--- config.mk ---
export PLATFORM = sky130hd
export DESIGN_NAME = lzc_pipe
export DESIGN_NICKNAME = d
export VERILOG_FILES = /design/src/rtl/lzc_pipe_pkg.sv /design/src/rtl/lzc_merge.sv /design/src/rtl/lzc_pipe.sv
export SDC_FILE = /design/constraint.sdc
export NUM_CORES = 1
export LEC_CHECK = 0
export ABC_AREA = 0
export CAP_MARGIN = 20
export CORE_ASPECT_RATIO = 0.5
export CORE_MARGIN = 3
export CORE_UTILIZATION = 55
export CTS_BUF_LIST = sky130_fd_sc_hd__clkbuf_4 sky130_fd_sc_hd__clkbuf_8
export DETAILED_ROUTE_END_ITERATION = 7
export GPL_TIMING_DRIVEN = 1
export PLACE_DENSITY = 0.84
export SLEW_MARGIN = 10
export SYNTH_ARGS = -nofsm -noshare
export SYNTH_HDL_FRONTEND = slang
export SYNTH_HIERARCHICAL = 1
export SYNTH_SLANG_ARGS = --single-unit
--- constraint.sdc ---
create_clock -name clk -period 4.5 [get_ports clk]
set_clock_uncertainty 0.1 [all_clocks]
set_input_delay 0.45 -clock clk [delete_from_list [all_inputs] [get_ports clk]]
set_output_delay 0.45 -clock clk [all_outputs]
set_load 0.05 [all_outputs]
--- src/rtl/lzc_pipe_pkg.sv ---
// Shared types and sizing helpers for the pipelined leading/trailing zero/one counter.
package lzc_pipe_pkg;

  typedef enum logic [1:0] {
    CLZ = 2'd0,
    CLO = 2'd1,
    CTZ = 2'd2,
    CTO = 2'd3
  } lzc_mode_e;

  // Width of a count able to hold 0..n inclusive (n a power of two).
  function automatic int cnt_w(input int n);
    return $clog2(n) + 1;
  endfunction

  // Number of register stages (pipeline latency) for a tree over wi bits
  // with a register after every re levels, the last level always registered.
  function automatic int n_stages(input int wi, input int re);
    return ($clog2(wi) + re - 1) / re;
  endfunction

endpackage

--- src/rtl/lzc_merge.sv ---
// Combines two W-bit leading-zero half-counts (left = more significant half)
// into one (W+1)-bit count. A set MSB means that half was entirely zero.
module lzc_merge #(
  parameter int W = 2
) (
  input  logic [W-1:0] left_i,
  input  logic [W-1:0] right_i,
  output logic [W:0]   cnt_o
);

  // Left half all-zero extends the run into the right half.
  always_comb begin
    if (!left_i[W-1]) begin
      cnt_o = {1'b0, left_i};
    end else if (!right_i[W-1]) begin
      cnt_o = {2'b01, right_i[W-2:0]};
    end else begin
      cnt_o = {right_i, 1'b0};
    end
  end

endmodule

--- src/rtl/lzc_pipe.sv ---
// Pipelined CLZ/CLO/CTZ/CTO counter with valid/ready flow control.
// Inputs are folded to a CLZ problem, then a binary merge tree is built with
// register stages after every REG_EVERY levels and always after the last one.
module lzc_pipe
  import lzc_pipe_pkg::*;
#(
  parameter int WI_SZ     = 32,
  parameter int REG_EVERY = 2,
  parameter int TAG_W     = 4
) (
  input  logic                      clk,
  input  logic                      rst_n,
  input  logic                      flush,
  input  logic                      in_valid,
  output logic                      in_ready,
  input  logic [WI_SZ-1:0]          in_data,
  input  logic [1:0]                in_mode,
  input  logic [TAG_W-1:0]          in_tag,
  output logic                      out_valid,
  input  logic                      out_ready,
  output logic [cnt_w(WI_SZ)-1:0]   out_count,
  output logic                      out_all,
  output logic [TAG_W-1:0]          out_tag
);

  localparam int LEVELS = $clog2(WI_SZ);
  localparam int CW     = cnt_w(WI_SZ);

  lzc_mode_e        mode_s;
  logic [WI_SZ-1:0] inv_s;
  logic [WI_SZ-1:0] pre_s;

  // Valid/tag seen at the output of level k (index 0 is the raw input).
  logic [LEVELS:0]     v_s;
  logic [TAG_W-1:0]    tag_s [LEVELS+1];
  // rdy_s[k]: level k can take what level k-1 presents; top entry is out_ready.
  logic [LEVELS+1:1]   rdy_s;

  assign mode_s             = lzc_mode_e'(in_mode);
  assign v_s[0]             = in_valid;
  assign tag_s[0]           = in_tag;
  assign rdy_s[LEVELS+1]    = out_ready;
  assign in_ready           = rdy_s[1];

  // Reduce every mode to CLZ: invert for one-counting, reverse for trailing.
  always_comb begin
    inv_s = (mode_s == CLO || mode_s == CTO) ? ~in_data : in_data;
    pre_s = inv_s;
    for (int i = 0; i < WI_SZ; i++) begin
      if (mode_s == CTZ || mode_s == CTO) begin
        pre_s[i] = inv_s[WI_SZ-1-i];
      end else begin
        pre_s[i] = inv_s[i];
      end
    end
  end

  for (genvar k = 1; k <= LEVELS; k++) begin : gen_lvl
    localparam int NN = WI_SZ >> k;   // nodes at this level
    localparam int W  = k + 1;        // count width at this level

    logic [NN*W-1:0] cnt_c;  // combinational counts of this level
    logic [NN*W-1:0] cnt_o;  // counts handed to the next level

    if (k == 1) begin : g_leaf
      // Node n covers bits {2n+1, 2n}: 00->2, 01->1, 1x->0.
      for (genvar n = 0; n < NN; n++) begin : g_node
        assign cnt_c[n*2 +: 2] = {~pre_s[2*n+1] & ~pre_s[2*n],
                                  ~pre_s[2*n+1] &  pre_s[2*n]};
      end
    end else begin : g_merge
      for (genvar n = 0; n < NN; n++) begin : g_node
        lzc_merge #(.W(k)) u_merge (
          .left_i  (gen_lvl[k-1].cnt_o[(2*n+1)*k +: k]),
          .right_i (gen_lvl[k-1].cnt_o[(2*n)*k   +: k]),
          .cnt_o   (cnt_c[n*W +: W])
        );
      end
    end

    if ((k % REG_EVERY) == 0 || k == LEVELS) begin : g_reg
      logic             v_q;
      logic [NN*W-1:0]  cnt_q;
      logic [TAG_W-1:0] tag_q;

      assign rdy_s[k]   = !v_q || rdy_s[k+1];
      assign v_s[k]     = v_q;
      assign cnt_o      = cnt_q;
      assign tag_s[k]   = tag_q;

      // Stage register: loads when it can advance, holds when stalled, flush empties it.
      always_ff @(posedge clk or negedge rst_n) begin
        if (!rst_n) begin
          v_q   <= 1'b0;
          cnt_q <= '0;
          tag_q <= '0;
        end else if (flush) begin
          v_q   <= 1'b0;
        end else if (rdy_s[k]) begin
          v_q   <= v_s[k-1];
          cnt_q <= cnt_c;
          tag_q <= tag_s[k-1];
        end
      end
    end else begin : g_thru
      assign rdy_s[k]   = rdy_s[k+1];
      assign v_s[k]     = v_s[k-1];
      assign cnt_o      = cnt_c;
      assign tag_s[k]   = tag_s[k-1];
    end
  end

  // Final level is always registered, so these are register outputs.
  assign out_valid = v_s[LEVELS];
  assign out_count = gen_lvl[LEVELS].cnt_o;
  assign out_all   = out_count[CW-1];
  assign out_tag   = tag_s[LEVELS];

endmodule

After elaboration in Yosys (flattened, before gate mapping)
Cells that the tools add are included.
Word-level totals
  bits of input ports: 43
  register bits after elaboration: 55
  output and inout port bits: 13
Operators by class
  bitwise operators: 66
  reduce and logical (&&, ||, !) cells: 14
  eq/ne operators: 3
  muxes and demuxes: 69
Operators by type and width (count)
  3-bit 2-to-1 mux: 16
  1-bit 2-to-1 mux: 38
  1-bit inverter: 33
  1-bit AND: 32
  32-bit 2-to-1 mux: 1
  4-bit 2-to-1 mux: 8
  32-bit inverter: 1
  5-bit 2-to-1 mux: 4
  6-bit 2-to-1 mux: 2
  2-bit AND reduction: 3
  2-bit nonzero test: 3
  1-bit logical OR: 5
  2-bit equality test, second input constant: 2
  1-bit zero test: 3
  2-bit by 1-bit equality test with 1-bit output, second input constant: 1

Logic depth before layout (Yosys ltp)
  depth after elaboration: 8
  gate-level depth with buffers: 8
  depth with buffers taken out: 6

By module
Netlist, hierarchy kept.
Modules (own cells, without submodules)
  lzc_pipe: area each 3168.0 um2, cells each 255, instances 1
  lzc_merge at gen_lvl[2].g_merge.g_node[0].u_merge ...: area each 42.5 um2, cells each 6, instances 8
  lzc_merge at gen_lvl[3].g_merge.g_node[0].u_merge ...: area each 51.3 um2, cells each 9, instances 4
  lzc_merge at gen_lvl[4].g_merge.g_node[0].u_merge ...: area each 72.6 um2, cells each 12, instances 2
  lzc_merge at gen_lvl[5].g_merge.g_node[0].u_merge: area each 102.6 um2, cells each 17, instances 1

Least setup slack after synthesis
OpenSTA, ideal clock, no wires.
  kind: input to register
  start: input port in_mode[1]
  end: register gen_lvl[2].g_reg.cnt_q[0]
  arrival: 1799 ps
  cell stages on the path: 6
  buffers on the path: 2
  library setup time: 125 ps
  data required time: 4275 ps
  slack: 2477 ps
  cell sequence: buf_2 -> buf_2 -> mux4_2 -> nand3b_1 -> o21ai_2 -> mux2_2
Between the ends
  cells in the longest elaborated chain, start to end: 8
  elaborated cells between the ends (all ways): 20
RTL lines
  from (decl): line lzc_pipe.sv:17  | input logic [1:0] in_mode,
  2-bit by 1-bit equality test with 1-bit output / 2-bit equality test (equally long branches): line lzc_pipe.sv:47, lzc_pipe.sv:50
  1-bit logical OR: line lzc_pipe.sv:47  | inv_s = (mode_s == CLO || mode_s == CTO) ? ~in_data : in_data;
  32-bit 2-to-1 mux: line lzc_pipe.sv:47
  1-bit 2-to-1 mux: line lzc_pipe.sv:50  | if (mode_s == CTZ || mode_s == CTO) begin
  1-bit inverter: line lzc_pipe.sv:69  | ~pre_s[2*n+1] & pre_s[2*n]};
  1-bit AND (*): line lzc_pipe.sv:69
  named net gen_lvl[1].cnt_c[0]: line lzc_pipe.sv:62  | logic [NN*W-1:0] cnt_c;
  3-bit 2-to-1 mux (*): line lzc_merge.sv:15  | end else if (!right_i[W-1]) begin
  3-bit 2-to-1 mux (*): line lzc_merge.sv:13  | if (!left_i[W-1]) begin
  named net gen_lvl[2].cnt_c[0]: line lzc_pipe.sv:62
  to (signal assigned): line lzc_pipe.sv:101  | cnt_q <= cnt_c;
  to (decl): line lzc_pipe.sv:83  | logic [NN*W-1:0] cnt_q;
The timed path passes the listed nets; every way through them passes the cells marked *.
A chain may end at the register's enable or synchronous reset.

Final worst setup path
  start: input port out_ready
  end: output port in_ready
Between the ends
  cells in the longest elaborated chain, start to end: 3
RTL lines
  from (decl): line lzc_pipe.sv:20  | input logic out_ready,
  1-bit logical OR (3 in series): line lzc_pipe.sv:86  | assign rdy_s[k] = !v_q || rdy_s[k+1];
  to (decl): line lzc_pipe.sv:15  | output logic in_ready,
No other way between the ends.

==> reports/metrics.csv <==
metric,value,unit
min_period_over_period,0.559,
syn-num-nets,423,
num_antenna_cells,0,
yosys.cell_types.count,32,
grt_overflow,0,
slew_headroom,0.470,
routed_wirelength,7980,µm
n_fill_cell,549,
async_flop_share,1.00,
synth_area_per_cell,10.4,µm²
crit_fanout,6,
synth_cells,380,
antenna_left,0,
max_freq,397,MHz
arrival,1970,ps
rows,21,
cts_tree,yes,
antenna_found_initial,0,
r2r_start,out_valid,
drc,0,
die_h,66.0,µm
r2r_slack,2540,ps
synth_seq_cells,55,
finalCoreUtilization,0.679,
rsz0062_at_grt,false,
fin_nets,471,
port_buffers,55,
io_pins,56,
clockBufferDepth,2,
synth_mux_area_frac,0.286,
synth_simple_gate_area_frac,0.196,
status,finished clean,
synth_area,3960,µm²
post-cts-setup-buffers,0,
hp-class,input pin to asynchronous set/reset pin,
worstSetupEndpointType,output pin,
synth_area_leader_cell,dfrtp_1,
clk_pin_slew,100,ps
worst_pin_slew,795,ps
cp.required,3950,ps
viasPerCell,5.59,
synthTopCellsByCount,"dfrtp_1, inv_1, mux2_2, nor2b_1, nor3_1",
synth.most_common_cell,dfrtp_1,
finalPower,1300,µW
cts_hold_buffers,0,
grt_pass1_wl,13500,µm
start_util,0.580,
slew_violations,0,
grt_pass1_vias,2866,
reg2regPathDepth,4,
grt_max_degree,56,
synth_top_area_frac,0.347,
cts_buffers,5,
core,6830,µm²
cts_sinks,55,
reg2reg_to,gen_lvl[2].cnt_o[4],
post_drt_wl_per_cell,15.3,µm
maxCapViolations,0,
design_area,4640,µm²
dr.pass1.iters,4,
htreeDepth,2,
setup-violations-final,0,
synth-compound-area-share,0.108,
yosysSeqAreaShare,0.347,
min_period,2520,ps
synth_top_family_by_area,multiplexers,
p_leak,0.00195,µW
ys_warn_count,6,
clock_latency,320,ps
gp_congestion,0.781,
powerDensity,281,nW/µm²
synth_edf_count,0,
die-area,8320,µm²
ctsResizeCount,0,
synthTopCellsByArea,"dfrtp_1, mux2_2, mux4_2",
hold_viol,0,
final_layout_size_suffix_gt1_frac,0.268,
grtUsageTotal,0.202,
synth_ff_type,dfrtp_1,
critPathKind,input pin to output pin,
setup-tns-final,0,ps
drt_first_iter_violations,228,
route.vias.total,2914,
dp_hpwl,6240,µm
area_delta_synth_final,17.0,%
root_buffer,clkbuf_8,
critPathLaunchType,input pin,
synthXorXnorAreaFrac,0,
postPlaceCellArea,4540,µm²
ir_worst_vdd,0.000127,V
synthAdderAreaFrac,0,
die_x,126,µm
-- metal layers --
metal | routed length [µm] | GRT usage | part of all wire
met2 | 3750 | 0.351 | 0.47
met1 | 3730 | 0.267 | 0.47
met3 | 394 | 0.0363 | 0.049
met5 | 0 | 0 | 0
met4 | 102 | 0.0521 | 0.013
-- report_power, final --
group | switching [µW] | internal, µW | leakage [µW]
clock network | 169 | 113 | 0.0000461
logic | 205 | 209 | 0.00120
registers | 49.3 | 557 | 0.000709
total | 424 | 879 | 0.00195
-- layout by cell type, fill, tap and decap left out --
cell / Yosys / layout
nor2b_1: 32 / 32
nand3_1: 1 / 1
buf_16: 0 / 1
nor2_1: 22 / 22
a21boi_0: 6 / 6
o21ai_0: 2 / 2
clkinvlp_4: 0 / 1
and3_1: 16 / 16
nor2_2: 1 / 1
and2_1: 1 / 1
buf_2: 8 / 1
mux2i_1: 11 / 11
o22ai_1: 4 / 4
buf_4: 3 / 3
clkdlybuf4s50_1: 0 / 54
clkbuf_8: 0 / 5
mux2_4: 20 / 20
nor3_1: 32 / 32
mux2_2: 32 / 32
o21ai_1: 1 / 1
mux4_2: 16 / 16
a21boi_1: 1 / 1
nand3b_1: 11 / 11
a21oi_2: 1 / 1
a21oi_1: 29 / 29
o21ai_2: 8 / 8
clkinv_2: 0 / 1
and2_2: 14 / 14
dfrtp_1: 55 / 55
nor2b_4: 1 / 1
a21boi_2: 8 / 8
nand2_1: 4 / 4
inv_1: 32 / 32
a31oi_4: 1 / 1
inv_8: 0 / 1
-- cell type report --
class	instances	area [µm²]	share of cell area
timing repair buffer	59	596	0.128
multi-input combinational	275	2340	0.504
inverter	32	120	0.0259
clock inverter	3	23.8	0.00513
sequential	55	1380	0.297
clock buffer	5	68.8	0.0148
tap	92	115	0.0248
-- critical path: stages --
cell             delay, ps
clkdlybuf4s50_1        440
nor2b_4                220
nand3_1                130
clkdlybuf4s50_1        720
-- stage by stage --
stage / hold WS, ps / setup slack, ps / cells
global route: 194 / 1830 / 521
floorplan: 54.4 / 2480 / 380
finish: 150 / 1980 / 521
detailed placement: 390 / 1710 / 513
CTS: 167 / 1970 / 521
global placement: 383 / 1770 / 512
-- how the worst max path moves through the flow --
stage | startpoint | slack [ps] | endpoint | cells past startpoint
global route | in_mode[1] | 1830 | gen_lvl[2].cnt_o[8] | 7
finish | out_ready | 1980 | in_ready | 4
floorplan | in_mode[1] | 2480 | gen_lvl[2].cnt_o[0] | 6
global placement | in_mode[1] | 1770 | gen_lvl[2].cnt_o[21] | 7
CTS | out_ready | 1970 | in_ready | 4
detailed placement | in_mode[1] | 1710 | gen_lvl[2].cnt_o[8] | 7
-- cells by family after synthesis --
group                  after synthesis
DFF                                 55
muxes                               79
buffers and inverters               50
AOI/OAI and AO/OA                   61
and+or+nand+nor                    135
-- flip-flops by register name, summed over array words and instances, names as in the netlist --
register and count:
out_count 6, gen_lvl.cnt_o 34, out_tag 4, gen_lvl.g_reg.tag_q 8, out_valid 1, gen_lvl.g_reg.v_q 2
No activity file was read; power rests on OpenSTA's default activity.
